`config.mk`:
```
export PLATFORM = sky130hd
export DESIGN_NAME = oam_accuracy_ctrl
export DESIGN_NICKNAME = d
export VERILOG_FILES = /design/src/rtl/oam_accuracy_ctrl.sv
export SDC_FILE = /design/constraint.sdc
export NUM_CORES = 1
export LEC_CHECK = 0
export BUFFER_PORTS_ARGS = -buffer_cell sky130_fd_sc_hd__buf_2
export CAP_MARGIN = 10
export CORE_MARGIN = 10
export CORE_UTILIZATION = 57
export CTS_CLUSTER_DIAMETER = 40
export CTS_CLUSTER_SIZE = 28
export DETAILED_ROUTE_END_ITERATION = 10
export PLACE_DENSITY = 0.78
export REMOVE_ABC_BUFFERS = 1
export SETUP_SLACK_MARGIN = 0.5
export SYNTH_ARGS = -nofsm -noshare
export SYNTH_HDL_FRONTEND = slang
export SYNTH_SLANG_ARGS = --single-unit
```
`constraint.sdc`:
```
create_clock -name clk -period 4.1 [get_ports clk]
set_clock_uncertainty 0.1 [all_clocks]
set_input_delay 0.205 -clock clk [delete_from_list [all_inputs] [get_ports clk]]
set_output_delay 0.205 -clock clk [all_outputs]
set_load 0.01 [all_outputs]
```
`src/rtl/oam_accuracy_ctrl.sv`:
```
// Accuracy-mode controller for the OAM L3 approximate multiplier.
// Enable changes happen only once the pipe is empty, followed by a settle window.
module oam_accuracy_ctrl #(
  parameter int MAX_INFLIGHT = 4,
  parameter int SETTLE_CYC   = 2,
  parameter int RESET_MODE   = 2
) (
  input  logic       clk,
  input  logic       rst_n,
  input  logic       mode_req_valid,
  input  logic [1:0] mode_req,
  output logic       mode_req_ready,
  input  logic       in_valid,
  output logic       in_ready,
  output logic       mul_in_valid,
  input  logic       mul_out_valid,
  output logic [1:0] acc_enable,
  output logic [1:0] mode_cur,
  output logic       busy,
  output logic       switch_done,
  output logic       err
);
  localparam int IW = $clog2(MAX_INFLIGHT + 1);
  localparam logic [IW-1:0] MAX_IF   = IW'(MAX_INFLIGHT);
  localparam logic [3:0]    SETTLE_V = 4'(SETTLE_CYC);
  localparam logic [1:0]    RST_MODE = 2'(RESET_MODE);

  typedef enum logic [1:0] {RUN, DRAIN, SWITCH, SETTLE} state_e;

  function automatic logic [1:0] mode_map(input logic [1:0] m);
    case (m)
      2'd0:    mode_map = 2'b00;
      2'd1:    mode_map = 2'b01;
      default: mode_map = 2'b11;
    endcase
  endfunction

  state_e        state_q, state_d;
  logic [1:0]    target_q, target_d;
  logic [1:0]    mode_q, mode_d;
  logic [1:0]    acc_q, acc_d;
  logic [IW-1:0] inflight_q, inflight_d;
  logic [3:0]    settle_q, settle_d;
  logic          done_q, done_d;
  logic          err_q, err_d;
  logic          req_acc;

  always_ff @(posedge clk or negedge rst_n) begin
    if (!rst_n) begin
      state_q    <= RUN;
      target_q   <= RST_MODE;
      mode_q     <= RST_MODE;
      acc_q      <= mode_map(RST_MODE);
      inflight_q <= '0;
      settle_q   <= '0;
      done_q     <= 1'b0;
      err_q      <= 1'b0;
    end else begin
      state_q    <= state_d;
      target_q   <= target_d;
      mode_q     <= mode_d;
      acc_q      <= acc_d;
      inflight_q <= inflight_d;
      settle_q   <= settle_d;
      done_q     <= done_d;
      err_q      <= err_d;
    end
  end

  assign req_acc = mode_req_valid && mode_req_ready;

  // Next-state logic
  always_comb begin
    state_d  = state_q;
    target_d = target_q;
    case (state_q)
      RUN: if (req_acc && mode_req != 2'd3 && mode_req != mode_q) begin
        target_d = mode_req;
        state_d  = DRAIN;
      end
      DRAIN:   if (inflight_q == '0) state_d = SWITCH;
      SWITCH:  state_d = SETTLE;
      SETTLE:  if (settle_q <= 4'd1) state_d = RUN;
      default: state_d = RUN;
    endcase
  end

  // Outputs decoded from state
  always_comb begin
    in_ready       = 1'b0;
    mode_req_ready = 1'b0;
    busy           = (state_q != RUN);
    if (state_q == RUN) begin
      in_ready       = (inflight_q < MAX_IF) || mul_out_valid;
      mode_req_ready = 1'b1;
    end
  end

  assign mul_in_valid = in_valid && in_ready;

  // Datapath: inflight tracking, enable load, settle timer, status flags
  always_comb begin
    inflight_d = inflight_q;
    err_d      = err_q;
    mode_d     = mode_q;
    acc_d      = acc_q;
    settle_d   = settle_q;
    done_d     = 1'b0;

    if (mul_out_valid && inflight_q == '0) err_d = 1'b1;
    if (mul_in_valid && !mul_out_valid)
      inflight_d = inflight_q + 1'b1;
    else if (!mul_in_valid && mul_out_valid && inflight_q != '0)
      inflight_d = inflight_q - 1'b1;

    case (state_q)
      RUN: if (req_acc) begin
        if (mode_req == 2'd3)         err_d  = 1'b1;
        else if (mode_req == mode_q)  done_d = 1'b1;
      end
      SWITCH: begin
        mode_d   = target_q;
        acc_d    = mode_map(target_q);
        settle_d = SETTLE_V;
      end
      SETTLE: begin
        if (settle_q != '0) settle_d = settle_q - 1'b1;
        if (settle_q <= 4'd1) done_d = 1'b1;
      end
      default: ;
    endcase
  end

  assign acc_enable  = acc_q;
  assign mode_cur    = mode_q;
  assign switch_done = done_q;
  assign err         = err_q;
endmodule
```
==> results_dict.tcl, run 1 <==
set metrics [dict create \
    num_rows 15 \
    crit_buf_inv 2 \
    post-place-ws_ns 1.38 \
    seq_area_frac_synth 0.404 \
    initial_core_util 0.611 \
    wl_um 2150 \
    vias 851 \
    grt.met2_usage 0.170 \
    cp_top_family "adder cells" \
    power.density_nw_per_um2 727 \
    insertion_delay_ns 0.30 \
    clock_sinks 17 \
    yosys_warnings 0 \
    die_h_um 63.2 \
    critPathLaunchType "register" \
    clk_pin_slew_ns 0.10 \
    drv_slew 0 \
    critPathCaptureType "register" \
    diodes 0 \
    rr_endpoint "inflight_q[1]" \
    finalWorstSetupSlack_ns 1.35 \
    post_cts_buffers 0 \
    synth_edf_count 0 \
    crit_chain "inv_1, ha_1, inv_1, a21oi_1, and2_1, nand2_1, fa_1, or3_1, a21oi_1, a221oi_1" \
    antenna_left 0 \
    setup-tns-final_ns 0 \
    use_met3 0.0424 \
    multi_input_area_um2 579 \
    cts_buffer_depth 2 \
    r2r_start "state_q[0]" \
    cts_root_buf "clkbuf_4" \
    ys.flop_type "dfrtp_1" \
    drc 0 \
    rr_worst_depth 10 \
    ff2ff_setup_slack_ns 1.35 \
    dr.pass1.iters 4 \
    peakVddDrop_uv 394 \
    dp_hpwl_um 1630 \
    cts_tree "built" \
    setup_violations 0 \
    grt-ovfl-total 0 \
    slowest_stage "ha_1" \
    synth_seq_cells 17 \
    numCtsBuffers 3 \
    min_period_ns 2.75 \
    ctsHoldBuffers 1 \
    cts_resized 0 \
    critPathKind "reg2reg" \
    first_global_vias 797 \
    ff_latch_area_um2 430 \
    hold_viol_final 0 \
    slew_headroom 0.679 \
    synthCells 111 \
    ios 17 \
    fin_crit_sh 0.671 \
    dieArea_um2 4000 \
    rsz0062_at_grt "no" \
    met1_usage 0.137 \
    vias_per_cell 5.56 \
    async_flop_share 1.00 \
    min_path_type "in2reg" \
    antenna_found_initial 0 \
    crit_cells 10 \
    nFillCells 140 \
    die_w_um 63.2 \
    required_ns 4.18 \
    grt_pass1_wl_um 3720 \
    htreeDepth 1 \
    nets 143 \
    startpoint "state_q[0]" \
    slowest_delay_ns 0.46 \
    critPathArrivalTime_ns 2.83 \
    wl_per_cell_um 14.0 \
    core_um2 1750 \
    syn_area_per_cell_um2 9.60 \
    endpoint "inflight_q[1]" \
    top_usage_layer "met2" \
    globalplace.congestion 0.837 \
    status "finished clean" \
    tightest_slew_ns 0.482 \
    final_common_cell "buf_2" \
    syn_area_um2 1070 \
    crit_fanout 12 \
    synth.distinct_cells 39 \
    area_growth_pct 12.1 \
    drive_above_1_share 0.219 \
    final_cell_mix "16 x buf_2, 13 x nor2_1, 13 x dfrtp_1" \
    grt_max_degree 18 \
    p_leak_uw 0.000538 \
    max_cap_violations 0 \
    io_buffers 16 \
    drt_iter0_markers 31 \
    grt_util_all_layers 0.113 \
    fmax_mhz 364 \
]
[worst register-to-register path: cells and delay by family (launching register included)]
family	cells	cell delay, ns
flip-flops	1	0.43
buffers and inverters	2	0.21
AO/OA/AOI/OAI	3	0.39
AND/OR/NAND/NOR	3	0.60
adder cells (fa/ha/maj)	2	0.91
[cell usage after synthesis, drive strengths merged (2+ instances only)]
| library cell | number | share of area |
|---|---|---|
| o31a | 2 | 0.016 |
| or3 | 2 | 0.012 |
| nand3 | 2 | 0.0094 |
| nor2b | 3 | 0.025 |
| dfstp | 4 | 0.099 |
| ha | 6 | 0.070 |
| mux2i | 3 | 0.028 |
| dfrtp | 13 | 0.31 |
| o2111ai | 2 | 0.039 |
| nand2 | 8 | 0.028 |
| xnor2 | 2 | 0.016 |
| inv | 10 | 0.035 |
| o21ai | 5 | 0.023 |
| a21oi | 7 | 0.033 |
| a221oi | 2 | 0.016 |
| nor2 | 13 | 0.046 |
| mux2 | 2 | 0.021 |
| clkbuf | 3 | 0.011 |
| nand4 | 2 | 0.012 |
| nor3 | 4 | 0.019 |
[metal layers]
metal,routed length (µm),part of all wire,up-vias
met5,0,0,-
met4,27,0.013,0
met3,126,0.059,4
met2,989,0.46,20
met1,1000,0.47,401
li1,-,-,426
[where the power goes]
part | switching, µW | internal, µW | leakage (µW)
registers | 85.1 | 249 | 0.000198
clock network | 54.0 | 37.9 | 0.0000150
logic | 240 | 204 | 0.000325
[worst min-delay path by stage]
stage                             start            end  slack (ns)  cells after the start
final                     mul_out_valid  inflight_q[0]        0.11                      2
after global routing      mul_out_valid  inflight_q[0]        0.09                      2
after CTS                 mul_out_valid  inflight_q[0]         0.1                      2
after detailed placement          rst_n    mode_cur[0]        0.05                      1
after global placement            rst_n    mode_cur[0]        0.04                      1
after floorplan                   rst_n            err       -0.19                      0
[registers in the layout, summed over array words and instances (netlist names)]
name,count
state_q,2
inflight_q,3
switch_done,1
settle_q,4
target_q,2
err,1
acc_enable,2
mode_cur,2
[area by class of cell]
| cell class | count | share of cell area |
|---|---|---|
| repair buffers | 17 | 0.0754 |
| inverters | 10 | 0.0314 |
| flip-flops and latches | 17 | 0.360 |
| clock buffers | 4 | 0.0220 |
| well taps | 25 | 0.0262 |
| multi-input cells | 80 | 0.485 |
[through the flow]
stage	util	total power [µW]	hold slack, ns	area, µm²	instances
2_1_floorplan	-	655	-0.191	1050	107
3_3_place_gp	0.664	759	0.0401	1160	148
3_5_place_dp	0.664	784	0.0470	1160	148
4_1_cts	0.685	877	0.0950	1190	153
5_1_grt	0.685	957	0.0888	1190	153
6_report	0.685	869	0.106	1190	153
[kinds of logic after synthesis]
group | Yosys count | share of synthesized area
muxes | 5 | 0.0493
and+or+nand+nor | 40 | 0.194
AOI/OAI and AO/OA | 26 | 0.195
xor gates and xnor gates | 2 | 0.0164
adders and majority gates | 7 | 0.0892
buffers and inverters | 14 | 0.0528
DFF | 17 | 0.404
Note: power is estimated with default switching activity, not from simulation.
==> run 2, diff against run 1 <==
--- a/config.mk
+++ b/config.mk
@@ -5,14 +5,15 @@
 export SDC_FILE = /design/constraint.sdc
 export NUM_CORES = 1
 export LEC_CHECK = 0
+export ABC_AREA = 1
 export BUFFER_PORTS_ARGS = -buffer_cell sky130_fd_sc_hd__buf_2
 export CAP_MARGIN = 10
 export CORE_MARGIN = 10
-export CORE_UTILIZATION = 57
+export CORE_UTILIZATION = 48
 export CTS_CLUSTER_DIAMETER = 40
 export CTS_CLUSTER_SIZE = 28
 export DETAILED_ROUTE_END_ITERATION = 10
-export PLACE_DENSITY = 0.78
+export PLACE_DENSITY = 0.71
 export REMOVE_ABC_BUFFERS = 1
 export SETUP_SLACK_MARGIN = 0.5
 export SYNTH_ARGS = -nofsm -noshare
==> constraint.sdc (replaced) <==
create_clock -name clk -period 2.2 [get_ports clk]
set_clock_uncertainty 0.1 [all_clocks]
set_input_delay 0.11 -clock clk [delete_from_list [all_inputs] [get_ports clk]]
set_output_delay 0.11 -clock clk [all_outputs]
set_load 0.01 [all_outputs]
==> run 2 against run 1 <==
  * Synthesized cell count up 6.3%
  * Final cell count increased by 12%
  * Global-route usage shrank 0.72 points
  * Largest cell class unchanged
  * Highest routed layer unchanged
==> results_dict.tcl, run 2 <==
set metrics [dict create \
    status "finished clean" \
    setup-tns-final_ns 0 \
    reg_top3 "settle_q (4), inflight_q (3)" \
    syn_area_per_cell_um2 7.97 \
    synth_edf_count 0 \
    clkPwrFrac 0.106 \
    rr_endpoint "inflight_q[2]" \
    antenna_found_initial 0 \
    vias 860 \
    startpoint "state_q[0]" \
    synthTopCellsByArea "dfrtp_1 35%, nand2_1 18%, dfstp_2 11%, ha_1 8.0%, inv_1 5.2%" \
    critPathArrivalTime_ns 1.77 \
    rr_worst_depth 8 \
    clk_pin_slew_ns 0.11 \
    yosys_warnings 0 \
    ios 17 \
    ys.flop_type "dfrtp_1" \
    p_comb_frac 0.544 \
    setup_violations 0 \
    final_common_cell "nand2_1" \
    fin_crit_sh 0.739 \
    drc 0 \
    core_um2 1780 \
    wl_um 2090 \
    instances_no_fill 172 \
    die_h_um 64.3 \
    slew_headroom 0.753 \
    required_ns 2.34 \
    async_flop_share 1.00 \
    dp_hpwl_um 1540 \
    drv_slew 0 \
    seq_area_frac_synth 0.457 \
    fmax_mhz 615 \
    crit_fanout 6 \
    grt_max_degree 18 \
    drive_above_1_share 0.265 \
    synth_most_common_cell "nand2_1" \
    max_cap_violations 0 \
    synth_top_area_frac 0.346 \
    rsz0062_at_grt "yes" \
    synthCells 118 \
    first_global_vias 832 \
    p_int_uw 891 \
    place_inst 160 \
    final_cell_mix "44 x nand2_1, 15 x buf_2, 13 x dfrtp_1" \
    syn_area_um2 941 \
    grt_pass1_wl_um 3620 \
    initial_core_util 0.528 \
    cts_tree "built" \
    peakVddDrop_uv 798 \
    endpoint "inflight_q[2]" \
    power.density_nw_per_um2 1350 \
    r2r_start "state_q[0]" \
    critPathLaunchType "register" \
    ff2ff_setup_slack_ns 0.57 \
    min_path_type "in2reg" \
    grt-ovfl-total 0 \
    vias_per_cell 5.00 \
    dieArea_um2 4130 \
    tightest_slew_ns 0.371 \
    nets 162 \
    wl_per_cell_um 12.1 \
    insertion_delay_ns 0.29 \
    clock_sinks 17 \
    yosysTopAreaCell "dfrtp_1" \
    synth_common_cells "45 x nand2_1, 13 x dfrtp_1, 13 x inv_1, 8 x nand3_1" \
    antenna_left 0 \
    cts_root_buf "clkbuf_4" \
    critPathKind "reg2reg" \
    critPathCaptureType "register" \
    switching_share 0.443 \
    num_rows 15 \
    area_growth_pct 25.8 \
    min_period_ns 1.63 \
    diodes 0 \
    drt_iter0_markers 16 \
    synth.distinct_cells 20 \
    synth_seq_cells 17 \
    largest_register_ffs 4 \
    power.switching_uw 709 \
    cts_buffer_depth 2 \
    grt_util_all_layers 0.106 \
    power_uw 1600 \
    dr.pass1.iters 4 \
    htreeDepth 1 \
    hold_viol_final 0 \
    die_w_um 64.3 \
    globalplace.congestion 0.751 \
    numCtsBuffers 3 \
    p_leak_uw 0.000628 \
    largest_register "settle_q" \
    io_buffers 16 \
    seqPwrFrac 0.350 \
]
## run 2: area by class of cell
type / instances / area, µm²
clock buffer: 3 / 22.5
clock inverter: 1 / 5.00
fill: 155 / 599
inverter: 14 / 52.6
multi-input combinational: 87 / 478
sequential: 17 / 430
tap: 25 / 31.3
timing repair buffer: 25 / 164
## run 2: power groups by stage
| stage | logic, µW | clock network (µW) | registers, µW |
|---|---|---|---|
| floorplan | 534 | 0 | 571 |
| global placement | 739 | 0 | 566 |
| detailed placement | 760 | 0 | 574 |
| CTS | 844 | 177 | 558 |
| global route | 1010 | 189 | 576 |
| finish | 871 | 170 | 560 |
## run 2: timing repair
| action | CTS | global route |
|---|---|---|
| resized for setup | 3 | 5 |
| setup buffers | 2 | 2 |
| pin swaps | 1 | 2 |
| endpoints found under the hold margin | 20 | 0 |
| hold buffers | 4 | 0 |
| endpoints found under the setup margin | 4 | 4 |
## run 2: cell families (layout without fill, tap and decap cells)
logic type / Yosys count / in the layout / share of synthesized area
buffers and inverters: 14 / 43 / 0.0559
adder cells (fa/ha/maj): 7 / 7 / 0.101
flip-flops: 17 / 17 / 0.457
AND/OR/NAND/NOR: 66 / 66 / 0.298
AO/OA/AOI/OAI: 13 / 13 / 0.0785
XOR/XNOR: 1 / 1 / 0.00931
## run 2: stage by stage
step	setup slack (ns)	hold slack [ns]	utilization	instance area [µm²]
4_1_cts	0.500	0.0662	0.648	1150
2_1_floorplan	0.272	-0.286	-	941
6_report	0.573	0.0705	0.664	1180
3_3_place_gp	0.427	-0.0501	0.594	1060
5_1_grt	0.473	0.0757	0.664	1180
3_5_place_dp	0.337	-0.0495	0.594	1060
## run 2: how the worst min path moves through the flow
stage	from	endpoint	slack, ns	cells after the start
2_1_floorplan	rst_n	err	-0.29	0
3_3_place_gp	rst_n	target_q[0]	-0.05	1
3_5_place_dp	rst_n	target_q[0]	-0.05	1
4_1_cts	mul_out_valid	err	0.07	3
5_1_grt	mul_out_valid	inflight_q[1]	0.08	4
6_report	mul_out_valid	inflight_q[1]	0.07	4
## run 2: worst max-delay path, cell delays in order (launching register included)
cell	delay, ns
dfrtp_1	0.41
inv_2	0.09
ha_4	0.16
nand4_1	0.13
fa_2	0.37
nand3b_1	0.15
nand2_1	0.06
nand2_1	0.05
nand2_1	0.05
## run 2: routing by layer
metal  vias up  track usage  wire (µm)
li1        439            -          -
met1       401        0.122        917
met2        18        0.174       1030
met3         2       0.0383        123
met4         0       0.0401         15
met5         -            0          0
